`config.mk`:
```
export PLATFORM = sky130hd
export DESIGN_NAME = wb_io_regs
export DESIGN_NICKNAME = d
export VERILOG_FILES = /design/src/rtl/wb_io_regs.sv
export SDC_FILE = /design/constraint.sdc
export NUM_CORES = 1
export LEC_CHECK = 0
export CELL_PAD_IN_SITES_DETAIL_PLACEMENT = 0
export CELL_PAD_IN_SITES_GLOBAL_PLACEMENT = 1
export CORE_MARGIN = 2
export CORE_UTILIZATION = 44
export DETAILED_ROUTE_END_ITERATION = 10
export GPL_ROUTABILITY_DRIVEN = 0
export HOLD_SLACK_MARGIN = 0.15
export MAX_ROUTING_LAYER = met4
export PLACE_DENSITY = 0.87
export SLEW_MARGIN = 20
export SYNTH_ARGS = -nofsm -noshare
export SYNTH_HDL_FRONTEND = slang
export SYNTH_SLANG_ARGS = --single-unit
```
`constraint.sdc`:
```
create_clock -name sys_clk -period 2.3 [get_ports sys_clk]
set_input_delay 0.46 -clock sys_clk [delete_from_list [all_inputs] [get_ports sys_clk]]
set_output_delay 0.46 -clock sys_clk [all_outputs]
set_load 0.005 [all_outputs]
```
`src/rtl/wb_io_regs.sv`:
```
// Wishbone-style IO register slave: ID, scratch, GPIO with input synchroniser,
// and a 32-bit timer with compare match, auto-clear and a level interrupt.
// Every request (hit or miss) is acknowledged one cycle after acceptance.
module wb_io_regs #(
  parameter logic [15:0] BASE_ADDR = 16'hF000,
  parameter int          GPIO_W    = 8,
  parameter logic [31:0] ID_VALUE  = 32'h5E1E_0001
) (
  input  logic              sys_clk,
  input  logic              sys_rst,
  input  logic              io_stb_i,
  output logic              io_ack_o,
  input  logic              io_we_i,
  input  logic [15:0]       io_addr_i,
  input  logic [31:0]       io_data_i,
  output logic [31:0]       io_data_o,
  input  logic [GPIO_W-1:0] gpio_i,
  output logic [GPIO_W-1:0] gpio_o,
  output logic              irq_o
);

  typedef enum logic [0:0] {ST_IDLE = 1'b0, ST_ACK = 1'b1} state_t;

  state_t              state_q, state_d;
  logic [31:0]         rdata_q, rdata_d;
  logic [31:0]         scratch_q, scratch_d;
  logic [GPIO_W-1:0]   gpio_out_q, gpio_out_d;
  logic [GPIO_W-1:0]   sync1_q, sync2_q;
  logic [31:0]         cnt_q, cnt_d;
  logic [31:0]         cmp_q, cmp_d;
  logic [2:0]          ctrl_q, ctrl_d;
  logic                match_q, match_d;

  logic                accept_s;
  logic                hit_s;
  logic [2:0]          offset_s;
  logic [7:0]          wr_sel_s;
  logic                match_s;
  logic [31:0]         rd_val_s;
  logic                unused_addr_s;

  // Byte-lane bits of the address carry no meaning for word registers.
  assign unused_addr_s = ^io_addr_i[1:0];

  assign accept_s = (state_q == ST_IDLE) && io_stb_i;
  assign hit_s    = (io_addr_i[15:5] == BASE_ADDR[15:5]);
  assign offset_s = io_addr_i[4:2];

  // Compare match is only meaningful while the timer runs.
  assign match_s  = ctrl_q[0] && (cnt_q == cmp_q);

  assign io_ack_o  = (state_q == ST_ACK);
  assign io_data_o = rdata_q;
  assign gpio_o    = gpio_out_q;
  assign irq_o     = match_q & ctrl_q[1];

  // One-hot write strobes; misses and reads produce none.
  always_comb begin
    wr_sel_s = 8'd0;
    if (accept_s && io_we_i && hit_s) begin
      wr_sel_s[offset_s] = 1'b1;
    end else begin
      wr_sel_s = 8'd0;
    end
  end

  // Read mux over pre-edge register values; unused bits are zero.
  always_comb begin
    rd_val_s = 32'd0;
    case (offset_s)
      3'd0: rd_val_s = ID_VALUE;
      3'd1: rd_val_s = scratch_q;
      3'd2: rd_val_s[GPIO_W-1:0] = gpio_out_q;
      3'd3: rd_val_s[GPIO_W-1:0] = sync2_q;
      3'd4: rd_val_s = cnt_q;
      3'd5: rd_val_s = cmp_q;
      3'd6: rd_val_s[2:0] = ctrl_q;
      3'd7: rd_val_s[0] = match_q;
      default: rd_val_s = 32'd0;
    endcase
  end

  // Bus FSM: accept in IDLE, capture read data, acknowledge for one cycle.
  always_comb begin
    state_d = state_q;
    rdata_d = 32'd0;
    case (state_q)
      ST_IDLE: begin
        if (io_stb_i) begin
          state_d = ST_ACK;
          if (hit_s && !io_we_i) begin
            rdata_d = rd_val_s;
          end else begin
            rdata_d = 32'd0;
          end
        end else begin
          state_d = ST_IDLE;
        end
      end
      ST_ACK:  state_d = ST_IDLE;
      default: state_d = ST_IDLE;
    endcase
  end

  // Register next-state: bus writes, timer count and sticky match flag.
  always_comb begin
    scratch_d  = wr_sel_s[1] ? io_data_i : scratch_q;
    gpio_out_d = wr_sel_s[2] ? io_data_i[GPIO_W-1:0] : gpio_out_q;
    cmp_d      = wr_sel_s[5] ? io_data_i : cmp_q;
    ctrl_d     = wr_sel_s[6] ? io_data_i[2:0] : ctrl_q;

    // A bus write wins over auto-clear, which wins over increment.
    if (wr_sel_s[4]) begin
      cnt_d = io_data_i;
    end else if (match_s && ctrl_q[2]) begin
      cnt_d = 32'd0;
    end else if (ctrl_q[0]) begin
      cnt_d = cnt_q + 32'd1;
    end else begin
      cnt_d = cnt_q;
    end

    // A fresh match beats a simultaneous write-1-to-clear.
    if (match_s) begin
      match_d = 1'b1;
    end else if (wr_sel_s[7] && io_data_i[0]) begin
      match_d = 1'b0;
    end else begin
      match_d = match_q;
    end
  end

  // State registers with asynchronous active-low reset.
  always_ff @(posedge sys_clk or negedge sys_rst) begin
    if (!sys_rst) begin
      state_q    <= ST_IDLE;
      rdata_q    <= 32'd0;
      scratch_q  <= 32'd0;
      gpio_out_q <= '0;
      sync1_q    <= '0;
      sync2_q    <= '0;
      cnt_q      <= 32'd0;
      cmp_q      <= 32'd0;
      ctrl_q     <= 3'd0;
      match_q    <= 1'b0;
    end else begin
      state_q    <= state_d;
      rdata_q    <= rdata_d;
      scratch_q  <= scratch_d;
      gpio_out_q <= gpio_out_d;
      sync1_q    <= gpio_i;
      sync2_q    <= sync1_q;
      cnt_q      <= cnt_d;
      cmp_q      <= cmp_d;
      ctrl_q     <= ctrl_d;
      match_q    <= match_d;
    end
  end

endmodule

```
# == Word-level counts from Yosys, hierarchy flattened ==
# Index checks and enable logic that the tools add are counted.
# totals
output_inout_bits,42
word_cells,53
in_bits,60
regBits,157
# op_classes
order_cmp,2
add_sub_neg,1
n_mux,17
bitwise_logic,2
n_eq_ne,9
n_reduce_logical,12
# ops
cell,count
2-to-1 mux 32 bit,6
one-hot mux 24 bit (4 select lines),1
"adder 32 x 1 -> 32 bit, second input constant",1
== test 32 bit,1
one-hot mux 5 bit (5 select lines),1
"== test 3 bit, second input constant",4
one-hot mux 2 bit (6 select lines),1
"== test 11 bit, second input constant",1
logical AND 1 bit,8
2-to-1 mux 8 bit,1
one-hot mux 1 bit (8 select lines),1
"== test 3 x 2 -> 1 bit, second input constant",2
"less-than comparator 3 x 4 -> 1 bit, second input constant",1
2-to-1 mux 1 bit,4
demux 1 bit (select 3 bit),1
"== test 3 x 1 -> 1 bit, second input constant",1
"greater-or-equal comparator 3 x 1 -> 1 bit, second input constant",1
zero test 3 bit,1
nonzero test 3 bit,1
one-hot mux 1 bit (2 select lines),1
nonzero test 2 bit,1
AND 1 bit,1
zero test 1 bit,1
inverter 1 bit,1

# == Depth between registers and ports, before layout ==
# Gate-level depths: netlist of the first run.
# logic_depth
word_depth,8
mapped_depth,8
depth_no_buf,6

# == Worst setup path after synthesis of the first run ==
# Ideal clock, no wire load.
# synth_path
kind,input-to-reg
from,input port io_addr_i[5]
to,register cnt_q[23]
stages,5
setup_ns,0.131
path_slack_ns,-0.077
path_buffers,0
arrival_time_ns,2.246
t_required_ns,2.169
cell_sequence,or4_4 > or4_4 > or4_4 > o31ai_4 > o21ai_2
# synth_between
elab_chain_len,4
word_cells_on_any_way,5
cone_classes,1 x eq/ne; 2 x mux; 2 x reduce/logical
# synth_lines
item,line,text
start: declaration,14,"input logic [15:0] io_addr_i,"
== test 11 bit *,46,assign hit_s = (io_addr_i[15:5] == BASE_ADDR[15:5]);
logical AND 1 bit *,60,if (accept_s && io_we_i && hit_s) begin
2-to-1 mux 8 bit *,60,
nonzero test 3 bit (no source line) or 2-to-1 mux 32 bit (tied branches),n/a,
end signal: assignment,153,cnt_q <= cnt_d;
end: declaration,29,"logic [31:0] cnt_q, cnt_d;"
# Mark *: on every way between the ends. The rest lies on a longest branch, timed or not.
# A chain may end at the register's enable or synchronous reset.

# == Worst setup path after layout of the first run ==
# layout_path
from,input port io_addr_i[8]
to,register cnt_q[21]
# Same word-level chain as after synthesis.

==> impl_metrics.toml, run 1 <==
[worst_setup_path]
critPathSlowestCell = "or4_4"
path_delay_family = "simple AND/OR/NAND/NOR gates"
crit_path_start_kind = "primary input"
endpoint_kind = "flip-flop"
max_stage_delay_ns = 0.52
worstPathMaxFanout = 14
required_ns = 2.61
crit_path_cell_trace = "dlygate4sd2_1, or4_4, buf_4, nor4_4, buf_4, nor3b_4, buf_12, clkbuf_16, o31ai_1"
cp_num_buf_inv = 5
r2r-start = "cnt_q[13]$_DFFE_PN0P_"
worst-setup-path-type = "in -> reg"
cp_common_cell = "buf_4"
startpoint = "io_addr_i[8]"
crit_arrival_ns = 2.51

[logic_synthesis]
yosys-top-cells-area = "dfrtp_1 (52%), mux2_2 (11%), xor2_1 (4.4%)"
yosysTopAreaCellShare = 0.519
yosys_warnings = 0
synth.most_common_cell = "dfrtp_1"
ys_async_sr_fraction = 1.00
synth_area_um2 = 7570
ys_ff_latch = 157
synth_fp_nets = 733
synth-edff-count = 0
syn_avg_cell_area_um2 = 11.3
synth_area_leader_cell = "dfrtp_1"
synth-seq-area-share = 0.519
synth_cell_types = 49
synth_commonest_cells = "dfrtp_1 (157), mux2_2 (76), nand2_1 (54)"
synth-main-ff-cell = "dfrtp_1"
synthCells = 672

[layout]
drive_gt1_frac = 0.247
area_growth_pct = 32.2
n_antenna_cell = 0
fill_cells = 1335
fin_util = 0.599
layout.nets = 862

[routing]
vias = 5854
drt-total-wl_um = 20500
ant_nets = 0
drcViolationCount = 0
firstDrtPassIters = 5
viasPerCell = 5.66
wl_per_cell_um = 19.8
dr.first_iter.drc_count = 481

[grt]
grt_usage = 0.231
grt_pass1_vias = 6093
grt-ovfl-total = 0
grt_max_degree = 49
grt_pass1_wl_um = 31900
antenna_found_initial = 0

[clocking]
htreeDepth = 4
cts_inserted_buffers = 17
clock_latency_ns = 0.44
path_clk_slew_ns = 0.06
cts_tree = "yes"
clk_path_buf_depth = 2
cts_root_buf = "clkbuf_16"
clock_sinks = 157

[place]
hpwl_um = 13400
port_buffers = 99

[sta]
period_share = 0.959
max_freq_ghz = 0.453
tightestPinTransition_ns = 0.478
finalHoldViolations = 0
tns_ns = 0
slew_violations = 0
skew_ns = 0.00619
slew_headroom = 0.682
setup_violations = 0
fin_crit_ns = 2.21

[floorplan]
die_height_um = 135
rows = 47
ioPinCount = 102
fp.dieW_um = 135
core_area_um2 = 16700
fp.dieArea_um2 = 18300
initial_core_util = 0.453

[worst_hold_path]
hold_class = "reg -> reg"
min-delay-start = "sync1_q[0]$_DFF_PN0_"

[outcome]
outcome = "finished, final reports clean"

[power_and_ir_drop]
irDropWorstVdd_uv = 522
p_per_area_nw_per_um2 = 606
p_leak_nw = 4.54

[job]
maxCapViolCount = 0
registers in the layout, summed over array words and instances (netlist names):
register / flops
cnt_q: 32
scratch_q: 32
io_data_o: 32
ctrl_q: 3
match_q: 1
gpio_o: 8
sync2_q: 8
cmp_q: 32
sync1_q: 8
io_ack_o: 1
layout make-up:
class	instances	area, um^2	area share
clock buffers	22	454	0.0454
clock inverters	10	139	0.0139
inverters	10	37.5	0.00375
multi-input cells	461	3540	0.354
flip-flops and latches	157	3930	0.393
well taps	220	275	0.0275
repair buffers	154	1620	0.162
worst reg2reg max path, cell delays in order (launching register included):
cell and delay, ns:
dfrtp_1 0.45, nand4_1 0.15, or4_1 0.57, buf_4 0.21, nor4_2 0.30, xor2_1 0.13, a31o_4 0.25
stage by stage:
| step | instances | hold slack [ns] | cell area (um^2) | total power [mW] | worst slack [ns] |
|---|---|---|---|---|---|
| 2_1_floorplan | 672 | 0.164 | 7570 | 2.98 | -0.0671 |
| 3_3_place_gp | 992 | 0.334 | 9070 | 3.24 | -0.507 |
| 3_5_place_dp | 992 | 0.340 | 9070 | 3.24 | -0.507 |
| 4_1_cts | 1027 | 0.352 | 9750 | 6.11 | -0.0281 |
| 5_1_grt | 1034 | 0.360 | 10000 | 6.26 | -0.000115 |
| 6_report | 1034 | 0.347 | 10000 | 6.06 | 0.0942 |
power by group:
| part | internal (mW) | total [mW] | switching (mW) |
|---|---|---|---|
| clock | 1.73 | 2.87 | 1.13 |
| combinational | 0.178 | 0.400 | 0.222 |
| sequential | 2.78 | 2.80 | 0.0132 |
routing by layer:
metal,vias to the layer above,GRT usage,wire [um]
li1,2649,-,-
met1,2953,0.292,8630
met2,208,0.372,10300
met3,44,0.0460,1120
met4,0,0.0868,450
met5,-,-,0
cell usage in the layout (no fill, tap or decap), drive strengths merged, types with 7 or more instances in the layout:
cell type        n
a211oi          11
clkdlybuf4s50   89
xnor2           22
o21ai           12
nand2b           7
nor2b            8
a221oi           8
nand2           54
o31ai           27
nor3            15
clkbuf          26
nand3           14
nand4           15
mux2            76
inv             11
dfrtp          157
a21oi           16
nor4            22
xor2            38
nor2            53
mux2i           33
buf             52
cells by family (layout without fill, tap and decap cells):
| family | after synthesis | after routing | share of synthesized area |
|---|---|---|---|
| mux | 109 | 109 | 0.157 |
| simple gates | 211 | 211 | 0.144 |
| flops | 157 | 157 | 0.519 |
| fa+ha+maj | 1 | 1 | 0.00165 |
| xor+xnor | 60 | 60 | 0.0694 |
| buf+inv | 54 | 196 | 0.0298 |
| compound gates | 80 | 80 | 0.0797 |
timing repair:
| item | in CTS | in global routing |
|---|---|---|
| gates cloned | 1 | 5 |
| pin swaps | 5 | 6 |
| gates resized for setup | 9 | 30 |
| hold buffers | 1 | 0 |
| setup buffers | 1 | 2 |
| endpoints found under the setup margin | 29 | 60 |
| hold endpoints to repair | 44 | 0 |
path summary, 6_finish.rpt:
| path | to | slack (ns) | cells after the start |
|---|---|---|---|
| max | cnt_q[21]$_DFFE_PN0P_ | 0.09 | 9 |
| min | sync2_q[0]$_DFF_PN0_ | 0.35 | 0 |
| max reg2reg | cnt_q[31]$_DFFE_PN0P_ | 0.13 | 6 |
| min reg2reg | sync2_q[0]$_DFF_PN0_ | 0.35 | 0 |
| max in group asynchronous | io_data_o[12]$_DFF_PN0_ | 1.10 | 3 |
| min in group asynchronous | cmp_q[21]$_DFFE_PN0P_ | 0.54 | 2 |
(Power assumes the default switching activity.)
==> inputs of run 2 (changes only) <==
- GPL_ROUTABILITY_DRIVEN: 0 -> unset
==> run 2 against run 1 <==
  * Combinational power up 1%
  * Utilization decreased by 0.10 points
  * Largest cell class unchanged
  * Count of clock-buffer cells in the layout is 3 lower
  * Worst setup slack worse by 0.068 ns
  * Sequential share of layout area grew 0.069 points
  * Largest power group is now sequential cells
  * Design area shrank 0.17%
  * Register-to-register slack got worse by 0.10 ns
  * Non-clock buffer count up 6
  * Flip-flop and latch count unchanged
  * Worst hold slack about the same
  * Final cell count is 0.58% higher
  * Wire length increased by 1.1%
==> impl_metrics.toml, run 2 (synthesized netlist as in run 1, its figures left out) <==
[floorplan]
fp.dieArea_um2 = 18300
initial_core_util = 0.453
die_height_um = 135
core_area_um2 = 16700
ioPinCount = 102
fp.dieW_um = 135
rows = 47

[sta]
period_share = 0.989
skew_ns = 0.0189
slew_headroom = 0.675
setup_violations = 0
max_freq_ghz = 0.440
fin_crit_ns = 2.27
finalHoldViolations = 0
rsz0062_at_grt = "no"
hold_ws_ns = 0.347
slew_violations = 0
tightestPinTransition_ns = 0.482

[routing]
drt-total-wl_um = 20700
ant_nets = 0
viasPerCell = 5.64
firstDrtPassIters = 5
vias = 5861
wl_per_cell_um = 19.9
drcViolationCount = 0
dr.first_iter.drc_count = 432

[layout]
area_growth_pct = 31.9
mostFrequentLayoutCells = "dfrtp_1 (157), clkdlybuf4s50_1 (89), mux2_2 (76)"
final_common_cell = "dfrtp_1"
n_antenna_cell = 0
design_area_um2 = 9990
drive_gt1_frac = 0.256
fin_util = 0.598
layout.nets = 868

[worst_setup_path]
critPathSlowestCell = "dfrtp_1"
path_delay_family = "buffers and inverters"
endpoint_kind = "flip-flop"
crit_path_start_kind = "flip-flop"
worstPathMaxFanout = 5
crit_path_cell_trace = "buf_4, xor2_1, nor4_2, buf_4, nand4_1, buf_4, o31ai_4, o21ai_2"
max_stage_delay_ns = 0.40
cp_num_buf_inv = 3
required_ns = 2.60
worst-setup-path-type = "reg -> reg"
cp_common_cell = "buf_4"
crit_arrival_ns = 2.57

[grt]
grt_pass1_wl_um = 32300
grt-ovfl-total = 0
antenna_found_initial = 0
grt_max_degree = 82
busiest_layer = "met2"
grt_pass1_vias = 6185
grt_usage = 0.237
use_met1 = 0.292
use_met2 = 0.390
use_met3 = 0.0464

[clocking]
clk_path_buf_depth = 2
cts_inserted_buffers = 17
cts_root_buf = "clkbuf_16"
path_clk_slew_ns = 0.06
clock_latency_ns = 0.44
clock_sinks = 157
cts_tree = "yes"
htreeDepth = 4

[place]
port_buffers = 99
placed_area_um2 = 9110
hpwl_um = 13700
gp_congestion = 0.871

[power_and_ir_drop]
p_per_area_nw_per_um2 = 598
irDropWorstVdd_uv = 495
p_leak_nw = 4.60

[job]
maxCapViolCount = 0

[outcome]
outcome = "finished, final reports clean"

[worst_hold_path]
hold_class = "reg -> reg"
## run 2: cell types whose count changed in the layout (fill, tap and decap cells not counted), sizes merged
cell | before | now
clkinvlp | 4 | 1
inv | 11 | 13
clkbuf | 26 | 21
buf | 52 | 60
clkinv | 2 | 7
bufinv | 3 | 2
## run 2: layer usage
metal / share of wire / vias to the layer above / wire [um]
met4: 0.027 / 0 / 558
met1: 0.43 / 2972 / 8930
met3: 0.044 / 43 / 903
met5: 0 / - / 0
met2: 0.50 / 188 / 10300
li1: - / 2658 / -
## run 2: cell type report
type	instances	area, um^2
tap	220	275
clock buffer	19	443
timing repair buffer	160	1610
multi-input combinational	461	3560
clock inverter	13	139
sequential	157	3930
fill	1358	6720
inverter	10	37.5
## run 2: metrics by stage
step	setup slack, ns	total power, mW	setup TNS [ns]	std cells
after floorplan	-0.0671	2.98	-0.301	672
after global placement	-0.532	3.24	-49.86	997
after detailed placement	-0.565	3.24	-51.80	997
after CTS	-0.0272	6.01	-0.218	1037
after global routing	0.0279	6.18	0	1040
final	0.0262	5.97	0	1040
## run 2: repair_timing
item | in CTS | in global routing
endpoints found under the hold margin | 157 | 0
hold buffers | 1 | 0
setup endpoints to repair | 42 | 96
gates resized for setup | 9 | 32
buffers inserted | 5 | 2
cloned | 2 | 3
pin swaps | 4 | 10
## run 2: worst paths after layout
check	slack [ns]	end	cells after the start	start
hold reg to reg	0.35	sync2_q[4]$_DFF_PN0_	0	sync1_q[4]$_DFF_PN0_
min in group asynchronous	0.37	io_data_o[23]$_DFF_PN0_	2	sys_rst
max in group asynchronous	1.31	sync2_q[7]$_DFF_PN0_	3	sys_rst
hold / removal	0.35	sync2_q[4]$_DFF_PN0_	0	sync1_q[4]$_DFF_PN0_
setup reg to reg	0.03	cnt_q[29]$_DFFE_PN0P_	8	cnt_q[13]$_DFFE_PN0P_
setup / recovery	0.03	cnt_q[29]$_DFFE_PN0P_	8	cnt_q[13]$_DFFE_PN0P_
## run 2: report_power, final
group | internal [mW] | total (mW) | switching [mW]
registers | 2.78 | 2.80 | 0.0120
logic | 0.179 | 0.404 | 0.226
clock network | 1.63 | 2.77 | 1.14
## run 2: worst reg2reg max path: stages (launching register included)
cell,delay (ns)
dfrtp_1,0.40
buf_4,0.16
xor2_1,0.16
nor4_2,0.34
buf_4,0.18
nand4_1,0.19
buf_4,0.23
o31ai_4,0.38
o21ai_2,0.09
==> inputs of run 3 (changes only) <==
- CORE_ASPECT_RATIO: unset -> 1.75
==> run 3 against run 2 <==
  * Total power fell by 2.2%
  * Clock power fell by 4%
  * Die area rose by 0.22%
  * Largest cell class unchanged
==> impl_metrics.toml, run 3 (synthesized netlist as in run 1, its figures left out) <==
[grt]
grt_max_degree = 58
antenna_found_initial = 0
use_met1 = 0.267
grt_pass1_vias = 6234
use_met3 = 0.0347
use_met2 = 0.419
grt_usage = 0.239
grt_pass1_wl_um = 32200
busiest_layer = "met2"
grt-ovfl-total = 0

[worst_setup_path]
crit_arrival_ns = 2.53
crit_path_start_kind = "primary input"
max_stage_delay_ns = 0.56
cp_common_cell = "or4_4"
worst-setup-path-type = "in -> reg"
critPathSlowestCell = "or4_4"
crit_path_cell_trace = "clkdlybuf4s50_1, or4_4, or4_4, or4_4, a31o_2"
endpoint_kind = "flip-flop"
worstPathMaxFanout = 3
required_ns = 2.61
r2r_slack_ns = 0.13

[layout]
fin_util = 0.574
design_area_um2 = 9680
final_common_cell = "dfrtp_1"
layout.nets = 854
fill_cells = 1455
n_antenna_cell = 0
drive_gt1_frac = 0.222
mostFrequentLayoutCells = "dfrtp_1 (156), clkdlybuf4s50_1 (90), mux2_2 (76)"
area_growth_pct = 28.0

[clocking]
cts_inserted_buffers = 17
cts_tree = "yes"
cts_setup_buffers = 0
clock_latency_ns = 0.42
htreeDepth = 4
cts_root_buf = "clkbuf_16"
clock_sinks = 157
clk_path_buf_depth = 2
path_clk_slew_ns = 0.07

[sta]
layout_setup_ws_ns = 0.0742
fin_crit_ns = 2.23
slew_headroom = 0.639
slew_violations = 0
max_freq_ghz = 0.449
skew_ns = 0.0121
tightestPinTransition_ns = 0.542
finalHoldViolations = 0
rsz0062_at_grt = "no"
period_share = 0.968
setup_violations = 0
hold_ws_ns = 0.343

[floorplan]
initial_core_util = 0.449
fp.dieW_um = 103
fp.dieArea_um2 = 18300
rows = 63
core_area_um2 = 16900
ioPinCount = 102
die_height_um = 178

[job]
maxCapViolCount = 0

[power_and_ir_drop]
irDropWorstVdd_uv = 431
p_per_area_nw_per_um2 = 603
p_leak_nw = 4.38
power.total_mw = 5.84

[routing]
drt-total-wl_um = 20000
viasPerCell = 5.53
wl_per_cell_um = 19.3
ant_nets = 0
vias = 5711
firstDrtPassIters = 4
drcViolationCount = 0
dr.first_iter.drc_count = 286

[place]
hpwl_um = 14400
port_buffers = 99
gp_congestion = 0.948
placed_area_um2 = 9100
detailedPlace.worstSlack_ns = -0.532

[outcome]
outcome = "finished, final reports clean"

[worst_hold_path]
hold_class = "reg -> reg"
[run 3: cell types whose count changed in the layout (fill, tap and decap cells not counted), moves of 6 or more]
cell,change
buf_4,-7
nand2_1,+7
nand2_4,-6
o31ai_1,+10
o31ai_2,-9
[run 3: metrics by stage]
step	std cells	TNS, ns
after floorplan	672	-0.301
after detailed placement	1000	-51.55
after CTS	1033	0
after global routing	1033	0
final	1033	0
after global placement	1000	-51.01
[run 3: cell type report]
type / instances / area (um^2) / share of cell area
inverters: 10 / 37.5 / 0.00388
clock inverters: 13 / 119 / 0.0123
multi-input cells: 461 / 3460 / 0.357
repair buffers: 146 / 1430 / 0.147
flip-flops and latches: 157 / 3930 / 0.406
clock buffers: 19 / 433 / 0.0447
well taps: 227 / 284 / 0.0293
[run 3: final timing paths]
path / start / to / depth (start not counted)
worst min register to register: sync1_q[5]$_DFF_PN0_ / sync2_q[5]$_DFF_PN0_ / 0
worst min-delay path: sync1_q[5]$_DFF_PN0_ / sync2_q[5]$_DFF_PN0_ / 0
worst max register to register: cnt_q[13]$_DFFE_PN0P_ / cnt_q[26]$_DFFE_PN0P_ / 6
worst max-delay path: io_addr_i[5] / cnt_q[31]$_DFFE_PN0P_ / 5
min in group asynchronous: sys_rst / sync1_q[1]$_DFF_PN0_ / 2
max in group asynchronous: sys_rst / scratch_q[16]$_DFFE_PN0P_ / 3
[run 3: per-layer routing]
metal | share of wire | up-vias
met4 | 0.027 | 0
met1 | 0.38 | 2876
li1 | - | 2641
met5 | 0 | -
met2 | 0.55 | 156
met3 | 0.037 | 38
[run 3: repair_timing]
item	in CTS	in global routing
hold buffers	1	0
hold endpoints to repair	54	0
resized for setup	7	5
pin swaps	5	4
endpoints found under the setup margin	13	28
[run 3: worst max-delay path: cells and delay by family]
kind | cells | cell delay (ns)
buf+inv | 1 | 0.40
simple gates | 3 | 1.44
compound gates | 1 | 0.22
[run 3: report_power, final]
part / total [mW] / internal (mW) / switching (mW)
clock: 2.65 / 1.49 / 1.16
sequential: 2.80 / 2.78 / 0.0133
combinational: 0.393 / 0.174 / 0.219
total: 5.84 / 4.45 / 1.39
